**src/rtl/fetch_unit_pkg.sv**
```systemverilog
// fetch_unit_pkg
// Shared definitions for the instruction fetch stage: the canonical NOP
// driven to the decoder when the buffer is empty, the fetch FSM state
// encodings, the default reset PC and a PC alignment helper.
// No ports (package).
package fetch_unit_pkg;

  // addi x0, x0, 0
  localparam logic [31:0] NOP_INSTR        = 32'h0000_0013;
  localparam logic [31:0] DEFAULT_RESET_PC = 32'h0000_0000;

  typedef enum logic [1:0] {
    ST_IDLE = 2'd0,
    ST_WAIT = 2'd1,
    ST_DROP = 2'd2
  } fetch_state_t;

  // Instructions are word aligned; the low two address bits are dropped.
  function automatic logic [31:0] word_align(input logic [31:0] addr);
    return addr & ~32'h0000_0003;
  endfunction

endpackage

```
**src/rtl/fetch_unit_if.sv**
```systemverilog
// fetch_unit_if
// Bundles the fetch stage's external handshakes:
//   memory side : mem_req/mem_addr out, mem_ack/mem_rdata in
//   execute side: redirect/redirect_pc in
//   decoder side: instr/instr_pc/instr_valid out, instr_ready in
// master = fetch unit, slave = the surrounding memory/decoder/execute logic.
interface fetch_unit_if;
  logic        mem_req;
  logic [31:0] mem_addr;
  logic        mem_ack;
  logic [31:0] mem_rdata;
  logic        redirect;
  logic [31:0] redirect_pc;
  logic [31:0] instr;
  logic [31:0] instr_pc;
  logic        instr_valid;
  logic        instr_ready;

  modport master (
    output mem_req, mem_addr, instr, instr_pc, instr_valid,
    input  mem_ack, mem_rdata, redirect, redirect_pc, instr_ready
  );

  modport slave (
    input  mem_req, mem_addr, instr, instr_pc, instr_valid,
    output mem_ack, mem_rdata, redirect, redirect_pc, instr_ready
  );
endinterface

```
**src/rtl/fetch_fifo.sv**
```systemverilog
// fetch_fifo
// DEPTH-entry FIFO of {pc, instr} pairs between instruction memory and the
// decoder.  flush empties the FIFO and wins over push/pop in the same cycle.
// Ports:
//   clk, rst    : clock, synchronous active-high reset
//   push        : write push_data at the tail
//   push_data   : {pc[31:0], instr[31:0]}
//   pop         : drop the head entry (caller guarantees non-empty)
//   flush       : discard all entries
//   count       : number of valid entries (0..DEPTH)
//   head        : head entry; contents undefined when count==0
module fetch_fifo #(
  parameter int DEPTH = 2
) (
  input  logic                         clk,
  input  logic                         rst,
  input  logic                         push,
  input  logic [63:0]                  push_data,
  input  logic                         pop,
  input  logic                         flush,
  output logic [$clog2(DEPTH+1)-1:0]   count,
  output logic [63:0]                  head
);
  localparam int PTR_W = $clog2(DEPTH);

  logic [63:0]      mem [DEPTH];
  logic [PTR_W-1:0] wr_ptr;
  logic [PTR_W-1:0] rd_ptr;

  // DEPTH is a power of two, so the pointers wrap on their own.
  always_ff @(posedge clk) begin
    if (rst || flush) begin
      wr_ptr <= '0;
      rd_ptr <= '0;
      count  <= '0;
    end else begin
      if (push) begin
        mem[wr_ptr] <= push_data;
        wr_ptr      <= wr_ptr + 1'b1;
      end
      if (pop) begin
        rd_ptr <= rd_ptr + 1'b1;
      end
      case ({push, pop})
        2'b10:   count <= count + 1'b1;
        2'b01:   count <= count - 1'b1;
        default: ;
      endcase
    end
  end

  assign head = mem[rd_ptr];

endmodule

```
**src/rtl/fetch_unit.sv**
```systemverilog
// fetch_unit
// Instruction fetch stage: owns the fetch PC, issues one word read at a time
// to instruction memory, buffers returned words with their PCs and hands them
// to the decoder.  A redirect flushes the buffer and discards any in-flight
// read.
// Ports:
//   clk, rst : clock, synchronous active-high reset
//   bus      : fetch_unit_if.master (memory, redirect and decoder handshakes)
//
// state   | meaning
// --------+-------------------------------------------------------------
// ST_IDLE | no read outstanding; issue when the buffer has space
// ST_WAIT | read to mem_addr outstanding; its data will be buffered
// ST_DROP | read outstanding but stale after a redirect; data discarded
module fetch_unit
  import fetch_unit_pkg::*;
#(
  parameter logic [31:0] RESET_PC = DEFAULT_RESET_PC,
  parameter int          DEPTH    = 2
) (
  input  logic         clk,
  input  logic         rst,
  fetch_unit_if.master bus
);
  localparam int               CNT_W   = $clog2(DEPTH + 1);
  localparam logic [CNT_W-1:0] DEPTH_C = CNT_W'(DEPTH);

  fetch_state_t     state, state_next;
  logic [31:0]      fetch_pc, fetch_pc_next;
  logic [31:0]      mem_addr_q, mem_addr_next;
  logic             mem_req_q, mem_req_next;
  logic [31:0]      redirect_addr, pc_plus4;
  logic             push, pop, empty;
  logic [CNT_W-1:0] count, count_next;
  logic [63:0]      head;

  assign redirect_addr = word_align(bus.redirect_pc);
  assign pc_plus4      = fetch_pc + 32'd4;

  assign empty = (count == '0);
  assign pop   = !empty && bus.instr_ready;
  // A word returning together with a redirect is stale and never buffered.
  assign push  = (state == ST_WAIT) && bus.mem_ack && !bus.redirect;
  // Occupancy after this edge; decides whether the next read goes back-to-back.
  assign count_next = count + CNT_W'(push) - CNT_W'(pop);

  fetch_fifo #(
    .DEPTH (DEPTH)
  ) u_fifo (
    .clk       (clk),
    .rst       (rst),
    .push      (push),
    .push_data ({fetch_pc, bus.mem_rdata}),
    .pop       (pop),
    .flush     (bus.redirect),
    .count     (count),
    .head      (head)
  );

  always_ff @(posedge clk) begin
    if (rst) begin
      state      <= ST_IDLE;
      fetch_pc   <= RESET_PC;
      mem_req_q  <= 1'b0;
      mem_addr_q <= RESET_PC;
    end else begin
      state      <= state_next;
      fetch_pc   <= fetch_pc_next;
      mem_req_q  <= mem_req_next;
      mem_addr_q <= mem_addr_next;
    end
  end

  always_comb begin
    state_next    = state;
    fetch_pc_next = fetch_pc;
    mem_req_next  = mem_req_q;
    mem_addr_next = mem_addr_q;

    case (state)
      ST_IDLE: begin
        if (bus.redirect) begin
          // New PC is issued on the following edge.
          fetch_pc_next = redirect_addr;
        end else if (count < DEPTH_C) begin
          mem_req_next  = 1'b1;
          mem_addr_next = fetch_pc;
          state_next    = ST_WAIT;
        end
      end

      ST_WAIT: begin
        if (bus.redirect) begin
          fetch_pc_next = redirect_addr;
          if (bus.mem_ack) begin
            mem_req_next = 1'b0;
            state_next   = ST_IDLE;
          end else begin
            // The old read cannot be withdrawn; ride it out and drop its data.
            state_next = ST_DROP;
          end
        end else if (bus.mem_ack) begin
          fetch_pc_next = pc_plus4;
          if (count_next < DEPTH_C) begin
            mem_addr_next = pc_plus4;
          end else begin
            mem_req_next = 1'b0;
            state_next   = ST_IDLE;
          end
        end
      end

      ST_DROP: begin
        if (bus.redirect) begin
          fetch_pc_next = redirect_addr;
        end
        if (bus.mem_ack) begin
          mem_req_next = 1'b0;
          state_next   = ST_IDLE;
        end
      end

      default: begin
        state_next = ST_IDLE;
      end
    endcase
  end

  assign bus.mem_req     = mem_req_q;
  assign bus.mem_addr    = mem_addr_q;
  // Empty buffer presents a NOP at PC 0 so the decoder never sees stale data.
  assign bus.instr_valid = !empty;
  assign bus.instr       = empty ? NOP_INSTR : head[31:0];
  assign bus.instr_pc    = empty ? 32'h0000_0000 : head[63:32];

endmodule

```
**src/flat_wrapper.sv**
```systemverilog
// flat-port wrapper written by rule: the top's interface ports become plain ports
module fetch_unit_flat import fetch_unit_pkg::*;
#(
  parameter logic [31:0] RESET_PC = DEFAULT_RESET_PC,
  parameter int          DEPTH    = 2
)
  (clk, rst, bus_mem_req, bus_mem_addr, bus_instr, bus_instr_pc, bus_instr_valid, bus_mem_ack, bus_mem_rdata, bus_redirect, bus_redirect_pc, bus_instr_ready);
  fetch_unit_if bus_i ();
  input  logic clk;
  input  logic rst;
  output wire logic [$bits(bus_i.mem_req)-1:0] bus_mem_req;
  output wire logic [$bits(bus_i.mem_addr)-1:0] bus_mem_addr;
  output wire logic [$bits(bus_i.instr)-1:0] bus_instr;
  output wire logic [$bits(bus_i.instr_pc)-1:0] bus_instr_pc;
  output wire logic [$bits(bus_i.instr_valid)-1:0] bus_instr_valid;
  input wire logic [$bits(bus_i.mem_ack)-1:0] bus_mem_ack;
  input wire logic [$bits(bus_i.mem_rdata)-1:0] bus_mem_rdata;
  input wire logic [$bits(bus_i.redirect)-1:0] bus_redirect;
  input wire logic [$bits(bus_i.redirect_pc)-1:0] bus_redirect_pc;
  input wire logic [$bits(bus_i.instr_ready)-1:0] bus_instr_ready;
  assign bus_mem_req = bus_i.mem_req;
  assign bus_mem_addr = bus_i.mem_addr;
  assign bus_instr = bus_i.instr;
  assign bus_instr_pc = bus_i.instr_pc;
  assign bus_instr_valid = bus_i.instr_valid;
  assign bus_i.mem_ack = bus_mem_ack;
  assign bus_i.mem_rdata = bus_mem_rdata;
  assign bus_i.redirect = bus_redirect;
  assign bus_i.redirect_pc = bus_redirect_pc;
  assign bus_i.instr_ready = bus_instr_ready;
  fetch_unit #(.RESET_PC(RESET_PC), .DEPTH(DEPTH)) u_core (.clk(clk), .rst(rst), .bus(bus_i));
endmodule
```
**config.mk**
```make
export PLATFORM = sky130hd
export DESIGN_NAME = fetch_unit_flat
export DESIGN_NICKNAME = d
export VERILOG_FILES = /design/src/rtl/fetch_unit_pkg.sv /design/src/rtl/fetch_unit_if.sv /design/src/rtl/fetch_fifo.sv /design/src/rtl/fetch_unit.sv /design/src/flat_wrapper.sv
export SDC_FILE = /design/constraint.sdc
export NUM_CORES = 1
export LEC_CHECK = 0
export CORE_ASPECT_RATIO = 0.75
export CORE_MARGIN = 2
export CORE_UTILIZATION = 56
export DETAILED_ROUTE_END_ITERATION = 6
export HOLD_SLACK_MARGIN = 0.15
export PLACE_DENSITY = 0.86
export SYNTH_ARGS = -nofsm -noshare
export SYNTH_HDL_FRONTEND = slang
export SYNTH_SLANG_ARGS = --single-unit
```
**constraint.sdc**
```tcl
create_clock -name clk -period 21.6 [get_ports clk]
set_clock_uncertainty 0.1 [all_clocks]
set_input_delay 5.4 -clock clk [delete_from_list [all_inputs] [get_ports clk]]
set_output_delay 5.4 -clock clk [all_outputs]
set_load 0.01 [all_outputs]
```
==> results.sh <==
export IMPL_cp_arrival_ns=8.57
export IMPL_seq_area_frac_synth_pct=58.5
export IMPL_ant_nets=0
export IMPL_worst_r2r_setup_slack_ns=17.79
export IMPL_holdPathStages=2
export IMPL_clk_pin_slew_ns=0.07
export IMPL_htree_levels=4
export IMPL_cp_required_ns=21.83
export IMPL_rsz0062_at_grt="false"
export IMPL_peakVddDrop_uv=60.4
export IMPL_cts_tree="yes"
export IMPL_syn_area_per_cell_um2=10.9
export IMPL_slew_violations=0
export IMPL_grt_pass1_wl_mm=32.9
export IMPL_synthCells=796
export IMPL_vias=6735
export IMPL_dpl_cell_area_um2=10300
export IMPL_area_delta_synth_final_pct=25.3
export IMPL_tns_ns=0
export IMPL_hold_buffers=0
export IMPL_antenna_found_initial=0
export IMPL_syn_cell_area_um2=8690
export IMPL_wl_per_cell_um=18.6
export IMPL_globalplace_congestion=0.923
export IMPL_drc=0
export IMPL_die_x_um=148
export IMPL_cp_common_cell="nor2_1"
export IMPL_p_leak_nw=3.50
export IMPL_post_synth_top_area_fraction_pct=42.9
export IMPL_synth_common_cells="edfxtp_1, nor2_1, dfxtp_1"
export IMPL_cts_sinks=192
export IMPL_seqPwrFrac_pct=50.7
export IMPL_swShare_pct=27.0
export IMPL_worstHoldEndpoint="u_core.bus.mem_addr[23]"
export IMPL_async_flop_share_pct=0
export IMPL_p_clk_share_pct=34.5
export IMPL_wl_mm=21.1
export IMPL_nets=994
export IMPL_rows=39
export IMPL_r2r_cells=10
export IMPL_hold_violations=0
export IMPL_internal_power_uw=636
export IMPL_max_freq_mhz=120
export IMPL_insertion_delay_ns=0.43
export IMPL_start_util_pct=57.1
export IMPL_cpLargestDelayFamily="compound AO/OA/AOI/OAI gates"
export IMPL_grt_start_max_net_pins=71
export IMPL_grt_ovfl_total=0
export IMPL_max_slew_margin_pct=21.3
export IMPL_r2r_end="u_core.bus.mem_addr[3]"
export IMPL_post_route_min_period_ns=8.34
export IMPL_synth_area_leaders="edfxtp_1, dfxtp_1, mux2i_1"
export IMPL_path_cells="clkdlybuf4s50_1, nor2_1, nand2_1, ha_1, nor2b_1, xnor2_1, a21o_2, nor2_1, a211oi_1"
export IMPL_power_switching_uw=235
export IMPL_diodes=0
export IMPL_min_from="u_core.bus.mem_addr[23]"
export IMPL_slowest_stage="a21o_2"
export IMPL_critical_path_class="in2reg"
export IMPL_setup_viol_count_final=0
export IMPL_pwr_share_comb_pct=14.8
export IMPL_cts_resized=0
export IMPL_dieArea_um2=16500
export IMPL_yosys_warnings=0
export IMPL_globalRouteTotalUtil_pct=25.8
export IMPL_cts_max_path_buffers=2
export IMPL_tightestPinTransition_ns=1.17
export IMPL_synthMostInstantiatedCell="edfxtp_1"
export IMPL_dp_hpwl_mm=13.3
export IMPL_postLayoutCellArea_um2=10900
export IMPL_ys_flop_type="edfxtp_1"
export IMPL_fin_crit_sh_pct=38.6
export IMPL_path_max_fanout=60
export IMPL_dieHeight_um=112
export IMPL_first_iter_violations=861
export IMPL_startpoint_type="primary input"
export IMPL_portBuffers=160
export IMPL_ys_types=55
export IMPL_root_buffer="clkbuf_16"
export IMPL_post_cts_buffers=0
export IMPL_end_kind="flip-flop"
export IMPL_via_per_inst=5.92
export IMPL_yosysTopAreaCell="edfxtp_1"
export IMPL_synth_edf_count=124
export IMPL_maxCapViolCount=0
export IMPL_drt_first_pass_iters=6
export IMPL_synth_seq_cells=192
export IMPL_powerDensity_nw_per_um2=80.0
export IMPL_cts_buffers=17
export IMPL_crit_buf_inv=1
export IMPL_cp_depth=9
export IMPL_hold_path_class="reg2reg"
export IMPL_critPathMaxStageDelay_ns=0.84
export IMPL_fp_coreArea_um2=15200
export IMPL_pin_count=167
export IMPL_reg2reg_from="u_core.u_fifo.count[1]"
export IMPL_grt_pass1_vias=6317
export IMPL_outcome="finished, final reports clean"
export IMPL_drive_gt1_share_pct=5.79
-- sequential cells by signal, indices dropped and copies added, names as in the netlist, named ones only --
| name | flops |
|---|---|
| u_core.u_fifo.mem | 124 |
| u_core.u_fifo.wr_ptr | 1 |
| u_core.u_fifo.rd_ptr | 1 |
| u_core.u_fifo.count | 2 |
| u_core.fetch_pc | 30 |
| u_core.state | 2 |
| u_core.bus.mem_req | 1 |
| u_core.bus.mem_addr | 30 |
-- metal layers --
layer  part of all wire [%]  global-route usage [%]  wire length [µm]  vias to the layer above
li1                       -                       -                 -                     3160
met1                     43                    36.6              9070                     3194
met2                     46                    38.9              9640                      342
met3                    9.2                    6.11              1940                       39
met4                    2.2                    9.84               454                        0
met5                      0                       0                 0                        -
-- power groups by stage --
stage          combinational, mW  sequential, mW  clock, mW
2_1_floorplan             0.0762           0.441          0
3_3_place_gp               0.124           0.446          0
3_5_place_dp               0.127           0.448          0
4_1_cts                    0.128           0.440      0.304
5_1_grt                    0.141           0.443      0.320
6_report                   0.129           0.441      0.301
-- metrics by stage --
step	worst slack (ns)	hold slack [ns]	total power, mW	instances	utilization, %
floorplan	10.52	0.320	0.517	799	-
global placement	13.06	0.388	0.570	1105	67.8
detailed placement	12.95	0.393	0.574	1105	67.8
CTS	13.30	0.402	0.872	1137	71.5
global route	12.98	0.420	0.904	1137	71.5
finish	13.26	0.401	0.871	1137	71.5
-- cell usage in the layout (no fill, tap or decap), types with 5 or more instances in the layout --
cell,synthesis,layout
dfxtp_1,68,67
nand2_1,55,55
nor4_1,12,12
inv_1,10,10
ha_1,6,6
clkinv_4,0,5
xor2_1,13,13
xnor2_1,20,20
a31oi_1,8,8
o21ai_0,25,25
nor3_1,23,21
nand3_1,20,20
clkdlybuf4s50_1,0,159
clkbuf_16,0,17
a211oi_1,30,30
and3_1,9,9
a21oi_1,36,36
o41ai_1,5,5
nor2_1,121,119
edfxtp_1,124,124
nand4_1,16,16
mux2i_1,64,64
and2_1,5,5
o31ai_1,6,6
buf_4,12,9
or3_1,6,5
-- worst register-to-register path: stages, from the launching register on --
cell and delay (ns):
dfxtp_1 0.38, nor2_4 0.12, buf_4 0.51, inv_1 0.28, and2_1 0.27, ha_1 0.34
nor2b_1 0.18, xnor2_1 0.18, a21o_2 0.84, nor2_1 0.19, a211oi_1 0.31
-- how the worst max path moves through the flow --
stage	slack (ns)	from	endpoint
floorplan	10.52	bus_redirect	u_core.u_fifo.mem[1][0]
global placement	13.06	bus_redirect	u_core.bus.mem_addr[31]
detailed placement	12.95	bus_redirect	u_core.bus.mem_addr[22]
CTS	13.30	bus_redirect	u_core.bus.mem_addr[3]
global route	12.98	bus_redirect	u_core.bus.mem_addr[3]
finish	13.26	bus_redirect	u_core.bus.mem_addr[3]
-- cell families after synthesis --
logic type / Yosys count / share of synthesized area, %
buffers and inverters: 78 / 4.22
muxes: 64 / 7.37
xor gates and xnor gates: 33 / 3.33
other: 1 / 0.0432
and+or+nand+nor: 286 / 15.4
DFF: 192 / 58.5
AOI/OAI and AO/OA: 136 / 10.3
adders and majority gates: 6 / 0.864
-- layout make-up --
class,instances,area (µm²)
clock buffer,19,433
fill,1088,4340
clock inverter,13,131
inverter,10,37.5
multi-input combinational,529,3280
sequential,192,5090
timing repair buffer,169,1660
tap,205,256
(Power assumes the default switching activity.)
